### src/rtl/ram_arb_if.sv
// Requester-side bus of the RAM arbiter: packed per-requester request
// fields in, one-hot grant/response and shared read data out.
interface ram_arb_if #(
  parameter int NUM_M     = 4,
  parameter int dat_width = 32,
  parameter int adr_width = 32
);
  logic [NUM_M-1:0]           m_req_i;
  logic [NUM_M-1:0]           m_we_i;
  logic [NUM_M-1:0]           m_lock_i;
  logic [NUM_M*adr_width-1:0] m_addr_i;
  logic [NUM_M*dat_width-1:0] m_wdata_i;
  logic [NUM_M-1:0]           m_ack_o;
  logic [NUM_M-1:0]           m_resp_o;
  logic [dat_width-1:0]       m_rdata_o;

  modport master (
    output m_req_i, m_we_i, m_lock_i, m_addr_i, m_wdata_i,
    input  m_ack_o, m_resp_o, m_rdata_o
  );

  modport slave (
    input  m_req_i, m_we_i, m_lock_i, m_addr_i, m_wdata_i,
    output m_ack_o, m_resp_o, m_rdata_o
  );
endinterface

### src/rtl/ram_arb.sv
// Round-robin arbiter sharing one synchronous RAM port among NUM_M
// requesters, with a lock for atomic read-modify-write sequences.
module ram_arb #(
  parameter int NUM_M         = 4,
  parameter int dat_width     = 32,
  parameter int adr_width     = 32,
  parameter int ram_adr_width = 32
) (
  input  logic                     clk,
  input  logic                     rst,
  ram_arb_if.slave                 bus,
  output logic [ram_adr_width-1:0] ram_adr_o,
  output logic                     ram_we_o,
  output logic [dat_width-1:0]     ram_dat_o,
  input  logic [dat_width-1:0]     ram_dat_i
);

  localparam int IDX_W   = $clog2(NUM_M);
  localparam int BYTE_SH = $clog2(dat_width / 8);

  typedef enum logic {IDLE, LOCKED} state_e;

  state_e             state_q, state_d;
  logic [IDX_W-1:0]   rr_ptr_q, rr_ptr_d;
  logic [IDX_W-1:0]   owner_q, owner_d;
  logic [NUM_M-1:0]   resp_q, resp_d;

  logic               found;
  logic               gnt_vld;
  logic [IDX_W-1:0]   gnt_idx;
  logic [IDX_W-1:0]   cand;
  logic [NUM_M-1:0]   ack_vec;
  logic [adr_width-1:0] sel_addr;
  logic [adr_width-1:0] word_addr;

  function automatic logic [IDX_W-1:0] next_idx(input logic [IDX_W-1:0] k);
    return IDX_W'((32'(k) + 32'd1) % NUM_M);
  endfunction

  // Grant selection: owner only while locked, otherwise cyclic search from rr_ptr.
  always_comb begin
    found   = 1'b0;
    gnt_idx = '0;
    cand    = '0;
    if (state_q == LOCKED) begin
      found   = bus.m_req_i[owner_q];
      gnt_idx = owner_q;
    end else begin
      for (int unsigned i = 0; i < NUM_M; i++) begin
        cand = IDX_W'((32'(rr_ptr_q) + i) % NUM_M);
        if (!found && bus.m_req_i[cand]) begin
          found   = 1'b1;
          gnt_idx = cand;
        end
      end
    end
    gnt_vld = found && !rst;
    ack_vec = gnt_vld ? (NUM_M'(1) << gnt_idx) : '0;
  end

  // RAM port drive: selected requester's word address and write data, zero when idle.
  always_comb begin
    sel_addr  = bus.m_addr_i[gnt_idx*adr_width +: adr_width];
    word_addr = sel_addr >> BYTE_SH;
    ram_adr_o = gnt_vld ? ram_adr_width'(word_addr) : '0;
    ram_we_o  = gnt_vld && bus.m_we_i[gnt_idx];
    ram_dat_o = ram_we_o ? bus.m_wdata_i[gnt_idx*dat_width +: dat_width] : '0;
  end

  // Next-state: pointer advance, lock entry/release, read-response strobe.
  always_comb begin
    state_d  = state_q;
    rr_ptr_d = rr_ptr_q;
    owner_d  = owner_q;
    resp_d   = (gnt_vld && !bus.m_we_i[gnt_idx]) ? ack_vec : '0;
    case (state_q)
      IDLE: begin
        if (gnt_vld) begin
          rr_ptr_d = next_idx(gnt_idx);
          if (bus.m_lock_i[gnt_idx]) begin
            state_d = LOCKED;
            owner_d = gnt_idx;
          end
        end
      end
      LOCKED: begin
        // Pointer only moves on the releasing grant; an abandoned lock leaves it alone.
        if (gnt_vld) begin
          if (!bus.m_lock_i[owner_q]) begin
            state_d  = IDLE;
            rr_ptr_d = next_idx(owner_q);
          end
        end else if (!bus.m_req_i[owner_q] && !bus.m_lock_i[owner_q]) begin
          state_d = IDLE;
        end
      end
      default: state_d = IDLE;
    endcase
  end

  // State registers with synchronous reset.
  always_ff @(posedge clk) begin
    if (rst) begin
      state_q  <= IDLE;
      rr_ptr_q <= '0;
      owner_q  <= '0;
      resp_q   <= '0;
    end else begin
      state_q  <= state_d;
      rr_ptr_q <= rr_ptr_d;
      owner_q  <= owner_d;
      resp_q   <= resp_d;
    end
  end

  assign bus.m_ack_o   = ack_vec;
  assign bus.m_resp_o  = resp_q;
  assign bus.m_rdata_o = ram_dat_i;

endmodule

### src/flat_wrapper.sv
// flat-port wrapper written by rule: the top's interface ports become plain ports
module ram_arb_flat 
#(
  parameter int NUM_M         = 4,
  parameter int dat_width     = 32,
  parameter int adr_width     = 32,
  parameter int ram_adr_width = 32
)
  (clk, rst, ram_adr_o, ram_we_o, ram_dat_o, ram_dat_i, bus_m_req_i, bus_m_we_i, bus_m_lock_i, bus_m_addr_i, bus_m_wdata_i, bus_m_ack_o, bus_m_resp_o, bus_m_rdata_o);
  ram_arb_if #(.NUM_M(NUM_M), .dat_width(dat_width), .adr_width(adr_width)) bus_i ();
  input  logic clk;
  input  logic rst;
  output logic [ram_adr_width-1:0] ram_adr_o;
  output logic ram_we_o;
  output logic [dat_width-1:0] ram_dat_o;
  input  logic [dat_width-1:0] ram_dat_i;
  input wire logic [$bits(bus_i.m_req_i)-1:0] bus_m_req_i;
  input wire logic [$bits(bus_i.m_we_i)-1:0] bus_m_we_i;
  input wire logic [$bits(bus_i.m_lock_i)-1:0] bus_m_lock_i;
  input wire logic [$bits(bus_i.m_addr_i)-1:0] bus_m_addr_i;
  input wire logic [$bits(bus_i.m_wdata_i)-1:0] bus_m_wdata_i;
  output wire logic [$bits(bus_i.m_ack_o)-1:0] bus_m_ack_o;
  output wire logic [$bits(bus_i.m_resp_o)-1:0] bus_m_resp_o;
  output wire logic [$bits(bus_i.m_rdata_o)-1:0] bus_m_rdata_o;
  assign bus_i.m_req_i = bus_m_req_i;
  assign bus_i.m_we_i = bus_m_we_i;
  assign bus_i.m_lock_i = bus_m_lock_i;
  assign bus_i.m_addr_i = bus_m_addr_i;
  assign bus_i.m_wdata_i = bus_m_wdata_i;
  assign bus_m_ack_o = bus_i.m_ack_o;
  assign bus_m_resp_o = bus_i.m_resp_o;
  assign bus_m_rdata_o = bus_i.m_rdata_o;
  ram_arb #(.NUM_M(NUM_M), .dat_width(dat_width), .adr_width(adr_width), .ram_adr_width(ram_adr_width)) u_core (.clk(clk), .rst(rst), .bus(bus_i), .ram_adr_o(ram_adr_o), .ram_we_o(ram_we_o), .ram_dat_o(ram_dat_o), .ram_dat_i(ram_dat_i));
endmodule
### config.mk
export PLATFORM = sky130hd
export DESIGN_NAME = ram_arb_flat
export DESIGN_NICKNAME = d
export VERILOG_FILES = /design/src/rtl/ram_arb_if.sv /design/src/rtl/ram_arb.sv /design/src/flat_wrapper.sv
export SDC_FILE = /design/constraint.sdc
export NUM_CORES = 1
export LEC_CHECK = 0
export BUFFER_PORTS_ARGS = -buffer_cell sky130_fd_sc_hd__buf_2
export CAP_MARGIN = 0
export CORE_AREA = 2 2 157 159
export DETAILED_ROUTE_END_ITERATION = 7
export DIE_AREA = 0 0 159 161
export PLACE_DENSITY = 0.45
export SLEW_MARGIN = 10
export SYNTH_ARGS = -nofsm -noshare
export SYNTH_HDL_FRONTEND = slang
export SYNTH_SLANG_ARGS = --single-unit
### constraint.sdc
create_clock -name clk -period 3.1 [get_ports clk]
set_input_delay 0.465 -clock clk [delete_from_list [all_inputs] [get_ports clk]]
set_output_delay 0.465 -clock clk [all_outputs]
set_load 0.05 [all_outputs]
; ---- Word-level counts from Yosys, hierarchy flattened
; Cells that the tools add are included.
[word_totals]
register_bits = 9
elab_cells = 82
[op_classes]
n_mux = 42
n_eq_ne = 3
shift = 3
magnitude_cmp = 6
bitwise_logic = 2
n_addsub = 5
n_reduce_logical = 17
[ops]
columns = op, count
row1 = $shiftx A128 B8 Y32, 2
row2 = $mux W32, 1
row3 = $mux W30, 1
row4 = $mux W1, 21
row5 = $lt A2 B3 Y1 const B, 6
row6 = $bmux W1 S2, 8
row7 = $mux W2, 8
row8 = $logic_and A1 B1 Y1, 7
row9 = $logic_not A1 Y1, 7
row10 = $add A2 B1 Y2 const B, 3
row11 = $reduce_and A3 Y1, 2
row12 = $add A2 B2 Y2 const B, 2
row13 = $mux W4, 1
row14 = $ne A2 B2 Y1 const B, 2
row15 = $pmux W2 S2, 1
row16 = $shl A1 B2 Y4 const A, 1
row17 = $ne A2 B1 Y1 const B, 1
row18 = $not A1 Y1, 2
row19 = $pmux W1 S2, 1
row20 = $reduce_or A2 Y1, 1

; ---- Longest topological paths before layout
; Gate-level depths: netlist of the first run.
[logic_depth]
depth_word = 22
mapped_depth = 9
depth_no_buf = 8

; ---- Worst setup path before layout of the first run
; OpenSTA, ideal clock, no wires.
[synth_timing]
kind = in2out
from = in bus_m_req_i[3]
to = out ram_dat_o[0]
arrival_ns = 2.782
cell_stages = 8
path_slack_ns = -0.147
path_cell_list = nand2b_1 and3_1 o21ai_1 and2_4 buf_6 inv_2 mux2_4 nor3b_1
[synth_via]
elab_chain_len = 20
elab_cells_between_ends = 35
cone_classes = 1 x shift / 26 x mux / 8 x reduce/logical
[synth_lines]
columns = element, line
row1 = "start, declared", flat_wrapper.sv:17  ; input wire logic [$bits(bus_i.m_req_i)-1:0] bus_m_req_i;
row2 = $bmux W1 S2, ram_arb.sv:51  ; if (!found && bus.m_req_i[cand]) begin
row3 = $mux W1 (not written as such), ram_arb.sv:51
row4 = $mux W1, ram_arb.sv:51
row5 = $mux W1, ram_arb.sv:45  ; if (state_q == LOCKED) begin
row6 = $logic_not A1 Y1, ram_arb.sv:51
row7 = $logic_and A1 B1 Y1, ram_arb.sv:51
row8 = $mux W1, ram_arb.sv:51
row9 = $mux W1, ram_arb.sv:45
row10 = (+3 left out), --
row11 = $mux W1, ram_arb.sv:45
row12 = $logic_not A1 Y1, ram_arb.sv:51
row13 = $logic_and A1 B1 Y1, ram_arb.sv:51
row14 = $mux W2 *, ram_arb.sv:51
row15 = $mux W2 *, ram_arb.sv:45
row16 = named net u_core.gnt_idx[0], ram_arb.sv:30  ; logic [IDX_W-1:0] gnt_idx;
row17 = "parallel branches: the longest is 3 deep, another holds $shiftx A128 B8 Y32", --
row18 = $mux W32 *, ram_arb.sv:67  ; ram_dat_o = ram_we_o ? bus.m_wdata_i[gnt_idx*dat_width +: dat_width] : '0;
row19 = "end, declared", flat_wrapper.sv:15  ; output logic [dat_width-1:0] ram_dat_o;
; Mark *: on every way through the listed nets, which the timed path passes. The select of a mux whose other input is x is not followed.

; ---- Worst setup path in the final report of the first run
[layout_timing]
from = in bus_m_req_i[2]
to = out ram_dat_o[24]
; The elaborated chain is that of the path after synthesis.

==> metrics.txt, run 1 <==
outcome=finished, final reports clean; worst hold path class=input pin to flop; full die area=25,600 µm²; Syn. warnings=0; RSZ-0062 raised after global routing=false; Slew Viols, Final=0; multi-input logic area=2580 µm²; Tmin final=3.02 ns; ANT cells=0; Remaining Overflow, GRT=0; Post-CTS Hold Buffers=0; core area=24,000 µm²; GP Congestion=0.796; FF+latch area=180 µm²; gr usage total=10.9%; met1 usage=13.6%; share of layout cells above drive strength 1=80.0%; CP startpoint kind=input pin; DRT antenna net count=0; worst-skew pair later-pin latency=0.23 ns; FP Rows=57; setup TNS=0 ns; Syn Area/Cell=11.4 µm²; WL/cell=16.8 µm; async set-reset flop share out of synthesis=0%; Port Buffers=332; Layout area overhead=65.9%; DIE HEIGHT=161 µm; fin nets=893; slew margin rel.=65.8%; register area share after synthesis=5.65%; commonest cells after routing, fill and taps aside=buf_2, mux4_2, nor2b_1; EDFF count, synth=0; Gate Count Post-Synth=280; DRC viols=0; CTS Buf Count=3; Yosys cell types=49; first-pass iteration count of the detailed router=4; Finished Core Util=22.1%; num ports=407; CTS tree=built; first-pass GRT wire length=22.0 mm; vias per inst=4.00; Starting Density=13.3%; final setup vio count=0; DR vias=3,643; Clock Path Buffers=2; CTS root buffer=clkbuf_16; Worst Setup End Kind=output port; Cell Pwr Density=816 nW/µm²; final period utilization=97.4%; die span in x=159 µm; largest net degree at the start of global routing=38; commonest non-fill, non-tap cell in the layout=buf_2; arrival time worst endpoint=2.55 ns; Post-Route WL=15.3 mm; Clock H-tree levels=1; worst-path maximum fanout=23; Synth Cell Area=3190 µm²; Peak supply drop=0.195 mV; GR peak layer=met2; Fin. Hold Viols=0; top_reg_cell synth=dfxtp_1; GRT met2 Usage=19.7%; Clock Sinks=9; maxcap violations=0; Required @ worst endpoint=2.63 ns; CTS clk-pin slew, worst paths=0.04 ns; Leakage=2.51 nW; Seq cells post-synth=9; number of global-route vias before repair=3,707; critical path type=input pin to output port; Fin Clk Skew=0.000755 ns; Filler Cells Inserted=2,683; post-DP HPWL=13.4 mm; FMAX=331 MHz; Worst Hold Slack=0.503 ns; met3 Use GR=2.65%; worst reg2reg path depth=9; antenna violations before repair=0; 1st-iter DRT viols=140; postcts setup bufs=0; Slew @ Worst Pin=0.510 ns; worst hold stages=2
## sequential cells by signal, indices dropped and copies added (netlist names)
signal	count
u_core.owner_q	2
u_core.state_q	1
u_core.bus.m_resp_o	4
u_core.rr_ptr_q	2
## through the flow
| stage | total power (W) | std cells | setup WS, ns | instance area [µm²] |
|---|---|---|---|---|
| after floorplan | 0.00318 | 281 | -0.147 | 3190 |
| after global placement | 0.00410 | 906 | 0.0577 | 5190 |
| after detailed placement | 0.00411 | 906 | 0.0681 | 5190 |
| after CTS | 0.00436 | 910 | 0.0683 | 5270 |
| after global routing | 0.00457 | 910 | 0.00142 | 5290 |
| final | 0.00432 | 910 | 0.0806 | 5290 |
## worst paths after layout
check | start | slack [ns] | to
worst max-delay path | bus_m_req_i[2] | 0.08 | ram_dat_o[24]
worst max register to register | u_core.rr_ptr_q[0] | 1.02 | u_core.bus.m_resp_o[2]
worst min-delay path | rst | 0.50 | u_core.rr_ptr_q[0]
worst min register to register | u_core.rr_ptr_q[1] | 0.54 | u_core.rr_ptr_q[1]
## metal layers
layer  vias up  part of all wire, %
met3        12                  7.6
met4         0                 0.68
met5         -                    0
met2       188                   51
met1      1767                   40
li1       1676                    -
## report_power, final
group	switching, W	total [W]	internal [W]
Combinational	0.00222	0.00390	0.00168
Sequential	0.0000265	0.000175	0.000148
Clock	0.0000636	0.000236	0.000173
Total	0.00231	0.00432	0.00200
## final cells by class
cell class                 instances  area share [%]
inverter                           6           0.449
clock buffer                       4            1.49
tap                              324            7.66
sequential                         9            3.41
multi-input combinational        205            48.8
timing repair buffer             362            38.2
## worst max-delay path, stage by stage
cell and delay (ns):
buf_2 0.11, nor2b_2 0.15, buf_4 0.14, nor3_2 0.24, o21ai_1 0.11, and2_4 0.19, inv_2 0.09, mux2_4 0.38
buf_12 0.20, nor3b_2 0.17, buf_2 0.29
## cell usage after synthesis (all sizes together) (2+ instances only)
cell    count  area share, %
a211o       2           0.55
and2        5            1.1
a21oi       4           0.75
nor3b      32             12
mux2i       6            1.9
nand3       3           0.63
nand2b      2           0.39
mux2        2           0.82
o211ai      2           0.47
nand2       8           0.94
inv         6           0.71
nor2b      37            7.3
clkbuf      6           0.71
a311oi      2           0.55
o21bai      2           0.47
buf        55             13
o21ai       3           0.47
ha          4            1.6
mux4       63             45
dfxtp       9            5.7
nor2       10            1.2
## kinds of logic (layout without fill, tap and decap cells)
family	Yosys count	after routing	synth area share (%)
AO/OA/AOI/OAI	28	28	6.87
adder cells (fa/ha/maj)	4	4	1.57
buffers and inverters	67	372	14.1
flip-flops	9	9	5.65
multiplexers	71	71	47.2
other	1	2	0.118
AND/OR/NAND/NOR	100	100	24.5
## repair_timing
action / CTS / global route
hold endpoints to repair: 0 / 0
gates resized for setup: 0 / 6
endpoints found under the setup margin: 0 / 17
Power figures use the tool's default switching activity.
==> run 2: changes to the inputs <==
--- a/config.mk
+++ b/config.mk
@@ -5,12 +5,16 @@
 export SDC_FILE = /design/constraint.sdc
 export NUM_CORES = 1
 export LEC_CHECK = 0
+export ABC_AREA = 1
 export BUFFER_PORTS_ARGS = -buffer_cell sky130_fd_sc_hd__buf_2
 export CAP_MARGIN = 0
-export CORE_AREA = 2 2 157 159
+export CELL_PAD_IN_SITES_DETAIL_PLACEMENT = 0
+export CELL_PAD_IN_SITES_GLOBAL_PLACEMENT = 1
+export CORE_AREA = 2 2 156 158
 export DETAILED_ROUTE_END_ITERATION = 7
-export DIE_AREA = 0 0 159 161
-export PLACE_DENSITY = 0.45
+export DIE_AREA = 0 0 158 160
+export PLACE_DENSITY = 0.72
+export SETUP_SLACK_MARGIN = 0.05
 export SLEW_MARGIN = 10
 export SYNTH_ARGS = -nofsm -noshare
 export SYNTH_HDL_FRONTEND = slang
==> metrics.txt, run 2 <==
worst setup path start=u_core.rr_ptr_q[0]; DIE HEIGHT=160 µm (-0.62%); ANT cells=0 (unchanged); Clock Sinks=9 (unchanged); Slew Viols, Final=0 (unchanged); Fin Clk Skew=0.00155 ns (+0.000796 ns); Syn. warnings=0 (unchanged); met2 wire length=9.66 mm (+23%); M1 WL=8.65 mm (+40%); Clock Path Buffers=2 (unchanged); full die area=25,300 µm² (-1.2%); hold wc startpoint=rst; Yosys cell types=29 (-41%); slowest CP cell=dfxtp_4; Port Buffers=332 (unchanged); Clock H-tree levels=1 (unchanged); register area share after synthesis=4.91% (-0.74 points); Seq cells post-synth=9 (unchanged); critical path type=flop to output port; vias per inst=4.12 (+2.9%); largest net degree at the start of global routing=40 (+5.3%); arrival time worst endpoint=2.55 ns (about the same); Layout area overhead=86.9%; first-pass iteration count of the detailed router=5 (+1); FMAX=332 MHz (+0.30%); most frequent cell after synthesis=nand2_1; worst-path maximum fanout=9 (-61%); FP Rows=57 (unchanged); Crit Reg-Reg Startpoint=u_core.rr_ptr_q[0]; first-pass GRT wire length=27.9 mm (+27%); cell chain of the critical path=buf_12 -> nand2_2 -> nand2_4 -> nand2_2 -> nand2_4 -> nand2_4 -> nand2_2 -> nand2_2 -> nand3_4 -> nand2_8 -> buf_6 -> a21oi_2 -> o21ai_1 -> nand2_2 -> nand2_8 -> buf_6 -> nor2_1 -> buf_6; CTS Buf Count=3 (unchanged); DRT antenna net count=0 (unchanged); met3 wire length=931 µm (-20%); GP Congestion=0.849 (+6.7%); EDFF count, synth=0 (unchanged); crit-path max cell delay=0.39 ns (about the same); commonest cells after routing, fill and taps aside=buf_2, nand2_1, buf_4; Highest Signal Layer=met4; antenna violations before repair=0 (unchanged); RSZ-0062 raised after global routing=true; fin nets=1,343 (+50%); most frequent cells after synthesis=nand2_1, nor2_1, a21oi_1, inv_1, buf_4; Required @ worst endpoint=2.63 ns (about the same); CTS clk-pin slew, worst paths=0.04 ns (about the same); worst hold path class=input pin to flop; DR vias=5,603 (+54%); max reg flops=4 (unchanged); WL/cell=14.4 µm (-14%); maxcap violations=0 (unchanged); Syn Area/Cell=5.19 µm² (-54%); share of layout cells above drive strength 1=50.8% (-29 points); CTS root buffer=clkbuf_16; worst-skew pair later-pin latency=0.24 ns (about the same); number of global-route vias before repair=5,243 (+41%); Post-CTS Hold Buffers=0 (unchanged); Worst Setup End Kind=output port; final setup vio count=0 (unchanged); post-DP HPWL=14.9 mm (+11%); DRC viols=0 (unchanged); Tmin final=3.01 ns (-0.00907 ns); num ports=407 (unchanged); Remaining Overflow, GRT=0 (unchanged); CTS tree=built; CP startpoint kind=flop; async set-reset flop share out of synthesis=0% (unchanged); Post-Route WL=19.6 mm (+28%); Synth Cell Area=3670 µm² (+15%); final period utilization=97.1% (-0.29 points); Starting Density=15.4% (+2.1 points); top_reg_cell synth=dfxtp_1; post-synth top area cell=nand2_1; 1st-iter DRT viols=303 (+120%); Most common cell on crit path=nand2_2; Fin. Hold Viols=0 (unchanged); Finished Core Util=28.8% (+6.7 points); largest cells by area after synthesis=nand2_1, a211oi_2, buf_4; die span in x=158 µm (-0.63%); core area=23,800 µm² (-0.60%); outcome=finished, final reports clean; Gate Count Post-Synth=707 (+150%); gr usage total=13.8% (+2.8 points); top cell type's share of synthesized area=28.2% (-16 points); commonest non-fill, non-tap cell in the layout=buf_2
==> run 2: critical path, delay by kind of cell (launching register included) <==
family	cells	cell delay [ns]
AND/OR/NAND/NOR	12	1.05
buffers and inverters	4	0.63
flip-flops	1	0.39
AO/OA/AOI/OAI	2	0.19
==> run 2: kinds of logic (layout without fill, tap and decap cells) <==
family	count (synthesis)	after routing	synth area share [%]
simple gates	381	381	42.0
compound gates	170	170	30.2
buf+inv	142	470	21.4
flops	9	9	4.91
fa+ha+maj	4	4	1.36
other cells	1	2	0.102
==> run 2: path summary, 6_finish.rpt <==
path,end,slack (ns),cells after the start
max,ram_dat_o[12],0.09,18
min,u_core.rr_ptr_q[0],0.47,2
min reg2reg,u_core.state_q,0.55,2
max reg2reg,u_core.owner_q[0],0.99,19
==> run 2: what timing repair did <==
action	4_1_cts	5_1_grt
gates cloned	2	5
endpoints found under the setup margin	63	66
pin swaps	4	21
gates resized for setup	49	196
buffers inserted	7	5
==> run 2: final cells by class <==
type / count / area, µm²
sequential: 9 / 188
tap: 324 / 405
multi-input combinational: 557 / 3040
clock buffer: 4 / 78.8
fill: 2736 / 17000
timing repair buffer: 406 / 2890
inverter: 60 / 250
==> run 2: routing by layer <==
layer	vias to the layer above	track usage [%]
met5	-	0
met4	0	3.52
met3	31	1.47
met2	168	23.2
met1	2530	18.6
li1	2874	-
==> run 2: metrics by stage <==
stage          worst slack, ns  hold slack, ns  cells  TNS, ns  instance area (µm²)
6_report                0.0896           0.468   1360        0                 6860
5_1_grt                -0.0493           0.481   1360   -0.311                 6860
4_1_cts                 0.0549           0.465   1352        0                 6140
3_5_place_dp            0.0203           0.547   1339        0                 5780
3_3_place_gp            0.0229           0.515   1339        0                 5780
2_1_floorplan            0.227           0.478    708        0                 3680
Power of run 2 is left out: the tool's default activity adds up to more than one toggle a clock period on the data nets, which glitch-free logic cannot reach.
==> run 3: changes to the inputs <==
--- a/config.mk
+++ b/config.mk
@@ -11,11 +11,11 @@
 export CELL_PAD_IN_SITES_DETAIL_PLACEMENT = 0
 export CELL_PAD_IN_SITES_GLOBAL_PLACEMENT = 1
 export CORE_AREA = 2 2 156 158
+export CTS_BUF_LIST = sky130_fd_sc_hd__clkbuf_4
 export DETAILED_ROUTE_END_ITERATION = 7
 export DIE_AREA = 0 0 158 160
 export PLACE_DENSITY = 0.72
 export SETUP_SLACK_MARGIN = 0.05
-export SLEW_MARGIN = 10
 export SYNTH_ARGS = -nofsm -noshare
 export SYNTH_HDL_FRONTEND = slang
 export SYNTH_SLANG_ARGS = --single-unit
==> metrics.txt, run 3 (synthesized netlist as in run 2, its figures left out) <==
outcome=finished, final reports clean; critical path type=flop to output port; CTS root buffer=clkbuf_4; commonest cells after routing, fill and taps aside=buf_2, nand2_1, buf_4; DR vias=5,614 (+0.20%); first-pass iteration count of the detailed router=5 (unchanged); setup TNS=0 ns (unchanged); number of global-route vias before repair=5,261 (+0.34%); Clock H-tree levels=1 (unchanged); num ports=407 (unchanged); CTS tree=built; Finished Core Util=29.1% (+0.28 points); core area=23,800 µm² (unchanged); ANT cells=0 (unchanged); Post-Route WL=20.0 mm (+1.8%); worst-path maximum fanout=9 (unchanged); RSZ-0062 raised after global routing=true; Remaining Overflow, GRT=0 (unchanged); commonest non-fill, non-tap cell in the layout=buf_2; gr usage total=13.8% (about the same); Layout area overhead=88.7%; Tmin final=3.02 ns (+0.00826 ns); full die area=25,300 µm² (unchanged); Clock Path Buffers=2 (unchanged); Port Buffers=332 (unchanged); final period utilization=97.4% (+0.27 points); CTS Buf Count=3 (unchanged); vias per inst=4.11 (-0.32%); Required @ worst endpoint=2.63 ns (about the same); Fin. Hold Viols=0 (unchanged); Slew Viols, Final=0 (unchanged); largest net degree at the start of global routing=40 (unchanged); FP Rows=57 (unchanged); maxcap violations=0 (unchanged); post-DP HPWL=14.9 mm (unchanged); Fin Clk Skew=0.00314 ns (+0.00159 ns); GP Congestion=0.849 (unchanged); share of layout cells above drive strength 1=51.1% (+0.33 points); Clock Sinks=9 (unchanged); CP startpoint kind=flop; die span in x=158 µm (unchanged); 1st-iter DRT viols=262 (-14%); first-pass GRT wire length=28.0 mm (+0.25%); FMAX=331 MHz (-0.27%); WL/cell=14.6 µm (+1.3%); arrival time worst endpoint=2.55 ns (about the same); Worst Setup End Kind=output port; Starting Density=15.4% (unchanged); DRT antenna net count=0 (unchanged); fin nets=1,350 (+0.52%); DIE HEIGHT=160 µm (unchanged); DRC viols=0 (unchanged); antenna violations before repair=0 (unchanged); max reg flops=4 (unchanged); worst-skew pair later-pin latency=0.27 ns (+0.03 ns); final setup vio count=0 (unchanged); Filler Cells Inserted=2,740 (+0.15%); CTS clk-pin slew, worst paths=0.07 ns (+0.03 ns); worst hold path class=input pin to flop
## run 3: final timing paths
path | endpoint | startpoint | slack [ns] | cells past startpoint
max | ram_dat_o[12] | u_core.rr_ptr_q[0] | 0.08 | 18
min | u_core.rr_ptr_q[0] | rst | 0.44 | 2
max reg2reg | u_core.owner_q[0] | u_core.rr_ptr_q[0] | 0.90 | 20
min reg2reg | u_core.state_q | u_core.state_q | 0.55 | 2
## run 3: worst max-delay path, cell delays in order (launching register included)
cell	delay, ns
dfxtp_4	0.39
buf_12	0.14
nand2_2	0.05
nand2_2	0.08
nand2_2	0.05
nand2_2	0.09
nand2_2	0.08
nand2_2	0.07
nand2_2	0.06
nand3_4	0.11
nand2_8	0.10
buf_6	0.14
a21oi_2	0.11
o21ai_1	0.08
nand2_2	0.12
nand2_8	0.12
buf_8	0.17
nor2_1	0.12
buf_6	0.18
## run 3: stage by stage
step | std cells | area [µm²] | worst slack (ns) | hold slack (ns)
floorplan | 708 | 3680 | 0.227 | 0.478
global placement | 1339 | 5780 | 0.0229 | 0.515
detailed placement | 1339 | 5780 | 0.0203 | 0.547
CTS | 1354 | 6190 | 0.0218 | 0.425
global route | 1367 | 6930 | -0.0970 | 0.430
finish | 1367 | 6930 | 0.0814 | 0.436
## run 3: layout make-up
cell class,count,area (µm²),area share (%)
timing repair buffer,412,3050,44.0
multi-input combinational,558,3010,43.4
tap,324,405,5.85
inverter,60,248,3.58
sequential,9,188,2.71
clock buffer,4,30.0,0.434
## run 3: timing repair
action / 4_1_cts / 5_1_grt
gates cloned: 2 / 8
resized for setup: 68 / 188
hold endpoints to repair: 0 / 0
hold buffers: 0 / 0
pin swaps: 6 / 18
setup endpoints to repair: 66 / 67
buffers inserted: 9 / 7
## run 3: routing by layer
| metal | track usage [%] | wire [µm] | vias up |
|---|---|---|---|
| met3 | 1.44 | 973 | 31 |
| met2 | 23.4 | 9730 | 167 |
| met5 | 0 | 0 | - |
| li1 | - | - | 2890 |
| met1 | 18.6 | 8880 | 2526 |
| met4 | 3.11 | 390 | 0 |
Power of run 3 is left out for the same reason.
